<file path="src/rtl/hazard_pkg.sv">
// Shared types for the pipeline hazard controller: forwarding mux selects,
// the memory-wait FSM state, and the wait-counter width helper.
package hazard_pkg;

  typedef enum logic [1:0] {
    FWD_RF  = 2'b00,
    FWD_WB  = 2'b01,
    FWD_MEM = 2'b10
  } fwd_sel_e;

  typedef enum logic {
    RUN  = 1'b0,
    WAIT = 1'b1
  } hz_state_e;

  // A zero-latency memory still needs a 1-bit counter so the declaration stays legal.
  function automatic int wait_cnt_width(input int mem_latency);
    return (mem_latency > 0) ? $clog2(mem_latency + 1) : 1;
  endfunction

endpackage

</file>
<file path="src/rtl/hazard_unit_if.sv">
// Bundle between the pipeline registers and the hazard controller.
// The datapath side uses the master modport, the hazard unit uses the slave modport.
interface hazard_unit_if #(
  parameter int REG_ADDR_WIDTH = 5,
  parameter int CNT_WIDTH      = 32
) ();
  import hazard_pkg::*;

  logic [REG_ADDR_WIDTH-1:0] rs1_d_i;
  logic [REG_ADDR_WIDTH-1:0] rs2_d_i;
  logic [REG_ADDR_WIDTH-1:0] rs1_e_i;
  logic [REG_ADDR_WIDTH-1:0] rs2_e_i;
  logic [REG_ADDR_WIDTH-1:0] rd_e_i;
  logic                      is_load_e_i;
  logic                      pc_src_e_i;
  logic [REG_ADDR_WIDTH-1:0] rd_m_i;
  logic [REG_ADDR_WIDTH-1:0] rd_w_i;
  logic                      reg_write_m_i;
  logic                      reg_write_w_i;
  logic                      dmem_req_m_i;

  fwd_sel_e                  forward_a_e_o;
  fwd_sel_e                  forward_b_e_o;
  logic                      stall_f_o;
  logic                      stall_d_o;
  logic                      stall_e_o;
  logic                      stall_m_o;
  logic                      flush_d_o;
  logic                      flush_e_o;
  logic                      flush_w_o;
  logic [CNT_WIDTH-1:0]      stall_cnt_o;
  logic [CNT_WIDTH-1:0]      flush_cnt_o;

  modport master (
    output rs1_d_i, rs2_d_i, rs1_e_i, rs2_e_i, rd_e_i, is_load_e_i, pc_src_e_i,
    output rd_m_i, rd_w_i, reg_write_m_i, reg_write_w_i, dmem_req_m_i,
    input  forward_a_e_o, forward_b_e_o,
    input  stall_f_o, stall_d_o, stall_e_o, stall_m_o,
    input  flush_d_o, flush_e_o, flush_w_o,
    input  stall_cnt_o, flush_cnt_o
  );

  modport slave (
    input  rs1_d_i, rs2_d_i, rs1_e_i, rs2_e_i, rd_e_i, is_load_e_i, pc_src_e_i,
    input  rd_m_i, rd_w_i, reg_write_m_i, reg_write_w_i, dmem_req_m_i,
    output forward_a_e_o, forward_b_e_o,
    output stall_f_o, stall_d_o, stall_e_o, stall_m_o,
    output flush_d_o, flush_e_o, flush_w_o,
    output stall_cnt_o, flush_cnt_o
  );

endinterface

</file>
<file path="src/rtl/fwd_select.sv">
// Operand forwarding select for one execute-stage source register.
// The M-stage result is younger than the W-stage result, so it wins a tie.
module fwd_select
  import hazard_pkg::*;
#(
  parameter int REG_ADDR_WIDTH = 5
) (
  input  logic [REG_ADDR_WIDTH-1:0] rs_e,
  input  logic [REG_ADDR_WIDTH-1:0] rd_m,
  input  logic [REG_ADDR_WIDTH-1:0] rd_w,
  input  logic                      reg_write_m,
  input  logic                      reg_write_w,
  output fwd_sel_e                  sel
);

  logic hit_m;
  logic hit_w;

  // x0 is hardwired to zero, so a write to it must never be forwarded.
  assign hit_m = reg_write_m && (rd_m != '0) && (rd_m == rs_e);
  assign hit_w = reg_write_w && (rd_w != '0) && (rd_w == rs_e);

  always_comb begin
    sel = FWD_RF;
    if (hit_m) begin
      sel = FWD_MEM;
    end else if (hit_w) begin
      sel = FWD_WB;
    end
  end

endmodule

</file>
<file path="src/rtl/hazard_unit.sv">
// Pipeline hazard controller: forwarding selects, stall/flush controls and the
// data-memory wait FSM. Define HAZARD_STATS_EN to build the stall/flush counters.
module hazard_unit
  import hazard_pkg::*;
#(
  parameter int REG_ADDR_WIDTH = 5,
  parameter int MEM_LATENCY    = 2,
  parameter int CNT_WIDTH      = 32
) (
  input  logic         clk_i,
  input  logic         rst_ni,
  hazard_unit_if.slave hz
);

  localparam int              WAIT_W    = wait_cnt_width(MEM_LATENCY);
  localparam bit              HAS_WAIT  = (MEM_LATENCY > 0);
  localparam logic [WAIT_W-1:0] WAIT_LOAD = WAIT_W'((MEM_LATENCY > 0) ? MEM_LATENCY - 1 : 0);

  hz_state_e         state_q;
  hz_state_e         state_d;
  logic [WAIT_W-1:0] wait_q;
  logic [WAIT_W-1:0] wait_d;

  logic ms;
  logic lu;
  logic stall_f;
  logic stall_d;
  logic stall_e;
  logic stall_m;
  logic flush_d;
  logic flush_e;
  logic flush_w;

  fwd_select #(.REG_ADDR_WIDTH(REG_ADDR_WIDTH)) u_fwd_a (
    .rs_e        (hz.rs1_e_i),
    .rd_m        (hz.rd_m_i),
    .rd_w        (hz.rd_w_i),
    .reg_write_m (hz.reg_write_m_i),
    .reg_write_w (hz.reg_write_w_i),
    .sel         (hz.forward_a_e_o)
  );

  fwd_select #(.REG_ADDR_WIDTH(REG_ADDR_WIDTH)) u_fwd_b (
    .rs_e        (hz.rs2_e_i),
    .rd_m        (hz.rd_m_i),
    .rd_w        (hz.rd_w_i),
    .reg_write_m (hz.reg_write_m_i),
    .reg_write_w (hz.reg_write_w_i),
    .sel         (hz.forward_b_e_o)
  );

  assign lu = hz.is_load_e_i && (hz.rd_e_i != '0) &&
              ((hz.rd_e_i == hz.rs1_d_i) || (hz.rd_e_i == hz.rs2_d_i));

  always_ff @(posedge clk_i or negedge rst_ni) begin
    if (!rst_ni) begin
      state_q <= RUN;
      wait_q  <= '0;
    end else begin
      state_q <= state_d;
      wait_q  <= wait_d;
    end
  end

  // The release cycle (WAIT with a zero count) lets M advance without
  // looking at dmem_req, so the next access always starts a fresh wait.
  always_comb begin
    state_d = state_q;
    wait_d  = wait_q;
    ms      = 1'b0;
    case (state_q)
      RUN: begin
        if (HAS_WAIT && hz.dmem_req_m_i) begin
          ms      = 1'b1;
          state_d = WAIT;
          wait_d  = WAIT_LOAD;
        end
      end
      WAIT: begin
        if (wait_q != '0) begin
          ms     = 1'b1;
          wait_d = wait_q - WAIT_W'(1);
        end else begin
          state_d = RUN;
        end
      end
      default: begin
        state_d = RUN;
        wait_d  = '0;
      end
    endcase
  end

  // Memory stall freezes E, so deferred branch/load-use inputs reappear at release.
  always_comb begin
    stall_f = 1'b0;
    stall_d = 1'b0;
    stall_e = 1'b0;
    stall_m = 1'b0;
    flush_d = 1'b0;
    flush_e = 1'b0;
    flush_w = 1'b0;
    if (ms) begin
      stall_f = 1'b1;
      stall_d = 1'b1;
      stall_e = 1'b1;
      stall_m = 1'b1;
      flush_w = 1'b1;
    end else if (lu) begin
      stall_f = 1'b1;
      stall_d = 1'b1;
      flush_e = 1'b1;
    end else if (hz.pc_src_e_i) begin
      flush_d = 1'b1;
      flush_e = 1'b1;
    end
  end

  assign hz.stall_f_o = stall_f;
  assign hz.stall_d_o = stall_d;
  assign hz.stall_e_o = stall_e;
  assign hz.stall_m_o = stall_m;
  assign hz.flush_d_o = flush_d;
  assign hz.flush_e_o = flush_e;
  assign hz.flush_w_o = flush_w;

`ifdef HAZARD_STATS_EN
  logic [CNT_WIDTH-1:0] stall_cnt_q;
  logic [CNT_WIDTH-1:0] flush_cnt_q;

  // Counters stick at all-ones rather than wrapping.
  always_ff @(posedge clk_i or negedge rst_ni) begin
    if (!rst_ni) begin
      stall_cnt_q <= '0;
      flush_cnt_q <= '0;
    end else begin
      if (stall_f && (stall_cnt_q != '1)) begin
        stall_cnt_q <= stall_cnt_q + CNT_WIDTH'(1);
      end
      if ((flush_d || flush_e) && (flush_cnt_q != '1)) begin
        flush_cnt_q <= flush_cnt_q + CNT_WIDTH'(1);
      end
    end
  end

  assign hz.stall_cnt_o = stall_cnt_q;
  assign hz.flush_cnt_o = flush_cnt_q;
`else
  assign hz.stall_cnt_o = '0;
  assign hz.flush_cnt_o = '0;
`endif

endmodule

</file>
<file path="src/flat_wrapper.sv">
// flat-port wrapper written by rule: the top's interface ports become plain ports
module hazard_unit_flat import hazard_pkg::*;
#(
  parameter int REG_ADDR_WIDTH = 5,
  parameter int MEM_LATENCY    = 2,
  parameter int CNT_WIDTH      = 32
)
  (clk_i, rst_ni, hz_rs1_d_i, hz_rs2_d_i, hz_rs1_e_i, hz_rs2_e_i, hz_rd_e_i, hz_is_load_e_i, hz_pc_src_e_i, hz_rd_m_i, hz_rd_w_i, hz_reg_write_m_i, hz_reg_write_w_i, hz_dmem_req_m_i, hz_forward_a_e_o, hz_forward_b_e_o, hz_stall_f_o, hz_stall_d_o, hz_stall_e_o, hz_stall_m_o, hz_flush_d_o, hz_flush_e_o, hz_flush_w_o, hz_stall_cnt_o, hz_flush_cnt_o);
  hazard_unit_if #(.REG_ADDR_WIDTH(REG_ADDR_WIDTH), .CNT_WIDTH(CNT_WIDTH)) hz_i ();
  input  logic clk_i;
  input  logic rst_ni;
  input wire logic [$bits(hz_i.rs1_d_i)-1:0] hz_rs1_d_i;
  input wire logic [$bits(hz_i.rs2_d_i)-1:0] hz_rs2_d_i;
  input wire logic [$bits(hz_i.rs1_e_i)-1:0] hz_rs1_e_i;
  input wire logic [$bits(hz_i.rs2_e_i)-1:0] hz_rs2_e_i;
  input wire logic [$bits(hz_i.rd_e_i)-1:0] hz_rd_e_i;
  input wire logic [$bits(hz_i.is_load_e_i)-1:0] hz_is_load_e_i;
  input wire logic [$bits(hz_i.pc_src_e_i)-1:0] hz_pc_src_e_i;
  input wire logic [$bits(hz_i.rd_m_i)-1:0] hz_rd_m_i;
  input wire logic [$bits(hz_i.rd_w_i)-1:0] hz_rd_w_i;
  input wire logic [$bits(hz_i.reg_write_m_i)-1:0] hz_reg_write_m_i;
  input wire logic [$bits(hz_i.reg_write_w_i)-1:0] hz_reg_write_w_i;
  input wire logic [$bits(hz_i.dmem_req_m_i)-1:0] hz_dmem_req_m_i;
  output wire logic [$bits(hz_i.forward_a_e_o)-1:0] hz_forward_a_e_o;
  output wire logic [$bits(hz_i.forward_b_e_o)-1:0] hz_forward_b_e_o;
  output wire logic [$bits(hz_i.stall_f_o)-1:0] hz_stall_f_o;
  output wire logic [$bits(hz_i.stall_d_o)-1:0] hz_stall_d_o;
  output wire logic [$bits(hz_i.stall_e_o)-1:0] hz_stall_e_o;
  output wire logic [$bits(hz_i.stall_m_o)-1:0] hz_stall_m_o;
  output wire logic [$bits(hz_i.flush_d_o)-1:0] hz_flush_d_o;
  output wire logic [$bits(hz_i.flush_e_o)-1:0] hz_flush_e_o;
  output wire logic [$bits(hz_i.flush_w_o)-1:0] hz_flush_w_o;
  output wire logic [$bits(hz_i.stall_cnt_o)-1:0] hz_stall_cnt_o;
  output wire logic [$bits(hz_i.flush_cnt_o)-1:0] hz_flush_cnt_o;
  assign hz_i.rs1_d_i = hz_rs1_d_i;
  assign hz_i.rs2_d_i = hz_rs2_d_i;
  assign hz_i.rs1_e_i = hz_rs1_e_i;
  assign hz_i.rs2_e_i = hz_rs2_e_i;
  assign hz_i.rd_e_i = hz_rd_e_i;
  assign hz_i.is_load_e_i = hz_is_load_e_i;
  assign hz_i.pc_src_e_i = hz_pc_src_e_i;
  assign hz_i.rd_m_i = hz_rd_m_i;
  assign hz_i.rd_w_i = hz_rd_w_i;
  assign hz_i.reg_write_m_i = hz_reg_write_m_i;
  assign hz_i.reg_write_w_i = hz_reg_write_w_i;
  assign hz_i.dmem_req_m_i = hz_dmem_req_m_i;
  assign hz_forward_a_e_o = hz_i.forward_a_e_o;
  assign hz_forward_b_e_o = hz_i.forward_b_e_o;
  assign hz_stall_f_o = hz_i.stall_f_o;
  assign hz_stall_d_o = hz_i.stall_d_o;
  assign hz_stall_e_o = hz_i.stall_e_o;
  assign hz_stall_m_o = hz_i.stall_m_o;
  assign hz_flush_d_o = hz_i.flush_d_o;
  assign hz_flush_e_o = hz_i.flush_e_o;
  assign hz_flush_w_o = hz_i.flush_w_o;
  assign hz_stall_cnt_o = hz_i.stall_cnt_o;
  assign hz_flush_cnt_o = hz_i.flush_cnt_o;
  hazard_unit #(.REG_ADDR_WIDTH(REG_ADDR_WIDTH), .MEM_LATENCY(MEM_LATENCY), .CNT_WIDTH(CNT_WIDTH)) u_core (.clk_i(clk_i), .rst_ni(rst_ni), .hz(hz_i));
endmodule
</file>
<file path="config.mk">
export PLATFORM = sky130hd
export DESIGN_NAME = hazard_unit_flat
export DESIGN_NICKNAME = d
export VERILOG_FILES = /design/src/rtl/hazard_pkg.sv /design/src/rtl/hazard_unit_if.sv /design/src/rtl/fwd_select.sv /design/src/rtl/hazard_unit.sv /design/src/flat_wrapper.sv
export SDC_FILE = /design/constraint.sdc
export NUM_CORES = 1
export LEC_CHECK = 0
export CAP_MARGIN = 20
export CORE_MARGIN = 2
export CORE_UTILIZATION = 28
export DETAILED_ROUTE_END_ITERATION = 10
export MAX_ROUTING_LAYER = met4
export PLACE_DENSITY_LB_ADDON = 0.1
export SETUP_SLACK_MARGIN = 0.05
export SYNTH_ARGS = -nofsm -noshare
export SYNTH_HDL_FRONTEND = slang
export SYNTH_SLANG_ARGS = --single-unit
export TNS_END_PERCENT = 100
</file>
<file path="constraint.sdc">
create_clock -name clk_i -period 1.75 [get_ports clk_i]
set_input_delay 0.2625 -clock clk_i [delete_from_list [all_inputs] [get_ports clk_i]]
set_output_delay 0.2625 -clock clk_i [all_outputs]
set_load 0.01 [all_outputs]
</file>
==> results.json, run 1 <==
{
  "ant_nets": 0,
  "yosysTopAreaCell": "buf_4",
  "p_seq_frac": 0.113,
  "ys_ff_latch": 3,
  "power_switching_share": 0.4066,
  "fin_tns_setup_ns": -0.1536,
  "core_area_mm2": 0.003689,
  "clockBufferDepth": 2,
  "numCtsBuffers": 3,
  "dp_cells": 255,
  "drtIter0Drc": 7,
  "dieArea_mm2": 0.004388,
  "place.gp.congestion": 0.8431,
  "areaGrowthSynthToFinish_pct": 55.02,
  "r2r_setup_slack_ns": 0.55,
  "cts_tree": "done",
  "p_int_mw": 0.6521,
  "slowest_stage": "or4_4",
  "fin_crit_sh": 1.051,
  "hold_viol": 0,
  "fillers": 406,
  "crit_path_start_kind": "input port",
  "final_nets": 261,
  "die_h_um": 66.25,
  "clock_latency_ns": 0.22,
  "ios": 117,
  "clkSinkCount": 3,
  "dpl.hpwl_mm": 2.157,
  "avgSynthCellArea_um2": 7.861,
  "final_cells": 265,
  "yosysSeqAreaShare": 0.06920,
  "r2r_cells": 6,
  "num_vias": 944,
  "slowest_delay_ns": 0.53,
  "holdCritPathClass": "in -> async",
  "initial_core_util": 0.2941,
  "worst-path-max-fanout": 2,
  "clockRootBuffer": "clkbuf_8",
  "slew_viol_final": 0,
  "finalCriticalPeriod_ns": 1.838,
  "required_ns": 1.49,
  "wirelength_mm": 2.626,
  "gr-usage-all-layers": 0.1106,
  "cts_hold_buffers": 0,
  "whs_ns": 0.2306,
  "drc": 0,
  "final.setup_skew_ns": 0.0001349,
  "grt_pass1_wl_mm": 3.670,
  "synthTopCellsByArea": "buf_4 (48%), xor2_1 (20%), dfrtp_1 (6.9%)",
  "rsz0062_at_grt": "yes",
  "path_clk_slew_ns": 0.03,
  "r2r-start": "u_core.wait_q[1]",
  "switchingPower_mw": 0.4469,
  "final-setup-viol-count": 2,
  "yosys_warnings": 0,
  "reg2reg_to": "u_core.wait_q[1]",
  "placementRows": 22,
  "dr.pass1.iters": 3,
  "synth_top_area_frac": 0.4775,
  "end_kind": "primary output",
  "p_leak_nw": 0.9109,
  "grt-ovfl-total": 0,
  "comb_power_share": 0.701,
  "antennaDiodeCount": 0,
  "violations": "setup timing",
  "crit_family": "simple AND/OR/NAND/NOR gates",
  "crit_arrival_ns": 1.58,
  "synth_cell_types": 23,
  "setup_ws_ns": -0.08838,
  "max_cap_violations": 0,
  "cp_num_buf_inv": 2,
  "die-width_um": 66.25,
  "path_class": "in -> out",
  "io_buffers": 52,
  "p_per_area_mw_per_mm2": 653.5,
  "vias_per_cell": 3.562,
  "fmax_mhz": 544.0,
  "ir_worst_vdd_mv": 0.2251,
  "synth_area_mm2": 0.001085,
  "grt_antenna_before_repair": 0,
  "drive_gt1_frac": 0.3733,
  "syn_inst": 138,
  "wl_per_cell_um": 9.909,
  "power.share.clock": 0.187,
  "crit_chain": "buf_6 > or4_4 > o21ai_4 > nor4_4 > nor4_2 > buf_2",
  "status": "finished, violations left",
  "grt_pass1_vias": 854,
  "grt_max_degree": 6,
  "cts-htree-levels": 1
}
==> registers in the layout (all words and copies together), names as in the netlist <==
name,count
u_core.wait_q,2
u_core.state_q,1
==> cell usage in the layout, fill, tap and decap left out, drive strengths merged <==
master | synthesis | layout
o31ai | 1 | 1
clkbuf | 0 | 4
nand3 | 2 | 2
xnor2 | 6 | 6
dlymetal6s2s | 0 | 5
xor2 | 25 | 25
inv | 3 | 3
a21oi | 1 | 1
ha | 1 | 1
nor2 | 4 | 4
nor3 | 3 | 3
dfrtp | 3 | 3
nand2 | 2 | 2
or4 | 5 | 5
nor4 | 4 | 4
o21ba | 1 | 1
dlygate4sd2 | 0 | 14
a22oi | 1 | 1
a21o | 1 | 1
conb | 1 | 64
clkdlybuf4s15 | 0 | 3
clkdlybuf4s50 | 0 | 4
o21ai | 5 | 5
buf | 69 | 55
==> worst register-to-register path, stage by stage (launching register included) <==
cell,delay (ns)
dfrtp_1,0.37
inv_2,0.06
ha_2,0.17
a21o_1,0.18
inv_2,0.06
buf_4,0.14
o21ai_0,0.14
==> logic make-up after synthesis <==
family,synth area share
buffers and inverters,0.4879
xor gates and xnor gates,0.2503
adders and majority gates,0.01153
and+or+nand+nor,0.1165
DFF,0.06920
AOI/OAI and AO/OA,0.06113
other,0.003457
==> Yosys cell counts <==
cell / n
a21oi_1: 1
o21ba_2: 1
nor2_1: 4
dfrtp_1: 3
a21o_1: 1
nor3_1: 3
a22oi_1: 1
o31ai_1: 1
o21ai_0: 3
inv_1: 3
nand3_1: 2
o21ai_2: 1
xnor2_1: 6
xor2_1: 25
ha_1: 1
conb_1: 1
buf_4: 69
o21ai_1: 1
nor4_1: 2
nor4_2: 2
or4_4: 1
nand2_1: 2
or4_1: 4
==> final cells by class <==
| class | count | area [um2] | share of cell area |
|---|---|---|---|
| timing repair buffer | 81 | 676.9 | 0.4025 |
| inverter | 3 | 11.26 | 0.006696 |
| sequential | 3 | 75.07 | 0.04464 |
| multi-input combinational | 126 | 813.3 | 0.4836 |
| tap | 48 | 60.06 | 0.03571 |
| clock buffer | 4 | 45.04 | 0.02679 |
==> power by group through the flow <==
stage | clock, mW | sequential, mW | combinational (mW)
after floorplan | 0 | 0.126 | 0.478
after global placement | 0 | 0.124 | 0.727
after detailed placement | 0 | 0.121 | 0.749
after CTS | 0.210 | 0.124 | 0.733
after global routing | 0.218 | 0.131 | 0.855
final | 0.205 | 0.124 | 0.770
==> how the worst max path moves through the flow <==
stage | start | to | slack, ns | depth (start not counted)
2_1_floorplan | hz_rd_e_i[1] | hz_stall_f_o | 0.09 | 4
3_3_place_gp | hz_rd_m_i[0] | hz_forward_a_e_o[0] | -0.83 | 6
3_5_place_dp | hz_rd_m_i[0] | hz_forward_a_e_o[0] | -0.83 | 6
4_1_cts | hz_rd_w_i[2] | hz_forward_a_e_o[0] | -0.07 | 6
5_1_grt | hz_rd_m_i[0] | hz_forward_b_e_o[0] | -0.12 | 6
6_report | hz_rd_m_i[0] | hz_forward_b_e_o[0] | -0.09 | 6
==> what timing repair did <==
action	CTS	global route
cloned	0	0
setup endpoints to repair	11	10
pin swaps	27	20
gates resized for setup	149	17
setup buffers	3	3
==> routing by layer <==
layer,vias to the layer above,routed length (um),global-route usage
met5,-,0,-
met4,0,0,0.03827
met3,0,170,0
met2,51,1593,0.2288
met1,423,862,0.1093
li1,470,-,-
==> stage by stage <==
stage | instance area [um2] | power [mW] | worst slack, ns | util
floorplan | 1321 | 0.6044 | 0.08589 | -
global placement | 1556 | 0.8508 | -0.8293 | 0.4220
detailed placement | 1556 | 0.8708 | -0.8341 | 0.4220
CTS | 1618 | 1.068 | -0.07392 | 0.4386
global route | 1682 | 1.204 | -0.1153 | 0.4559
finish | 1682 | 1.099 | -0.08838 | 0.4559
Power figures use the tool's default switching activity.
==> run 2, diff against run 1 <==
- SLEW_MARGIN: not set -> 0
==> results of run 2 <==
Same layout as run 1: the final DEF is identical, and so are final timing and power.
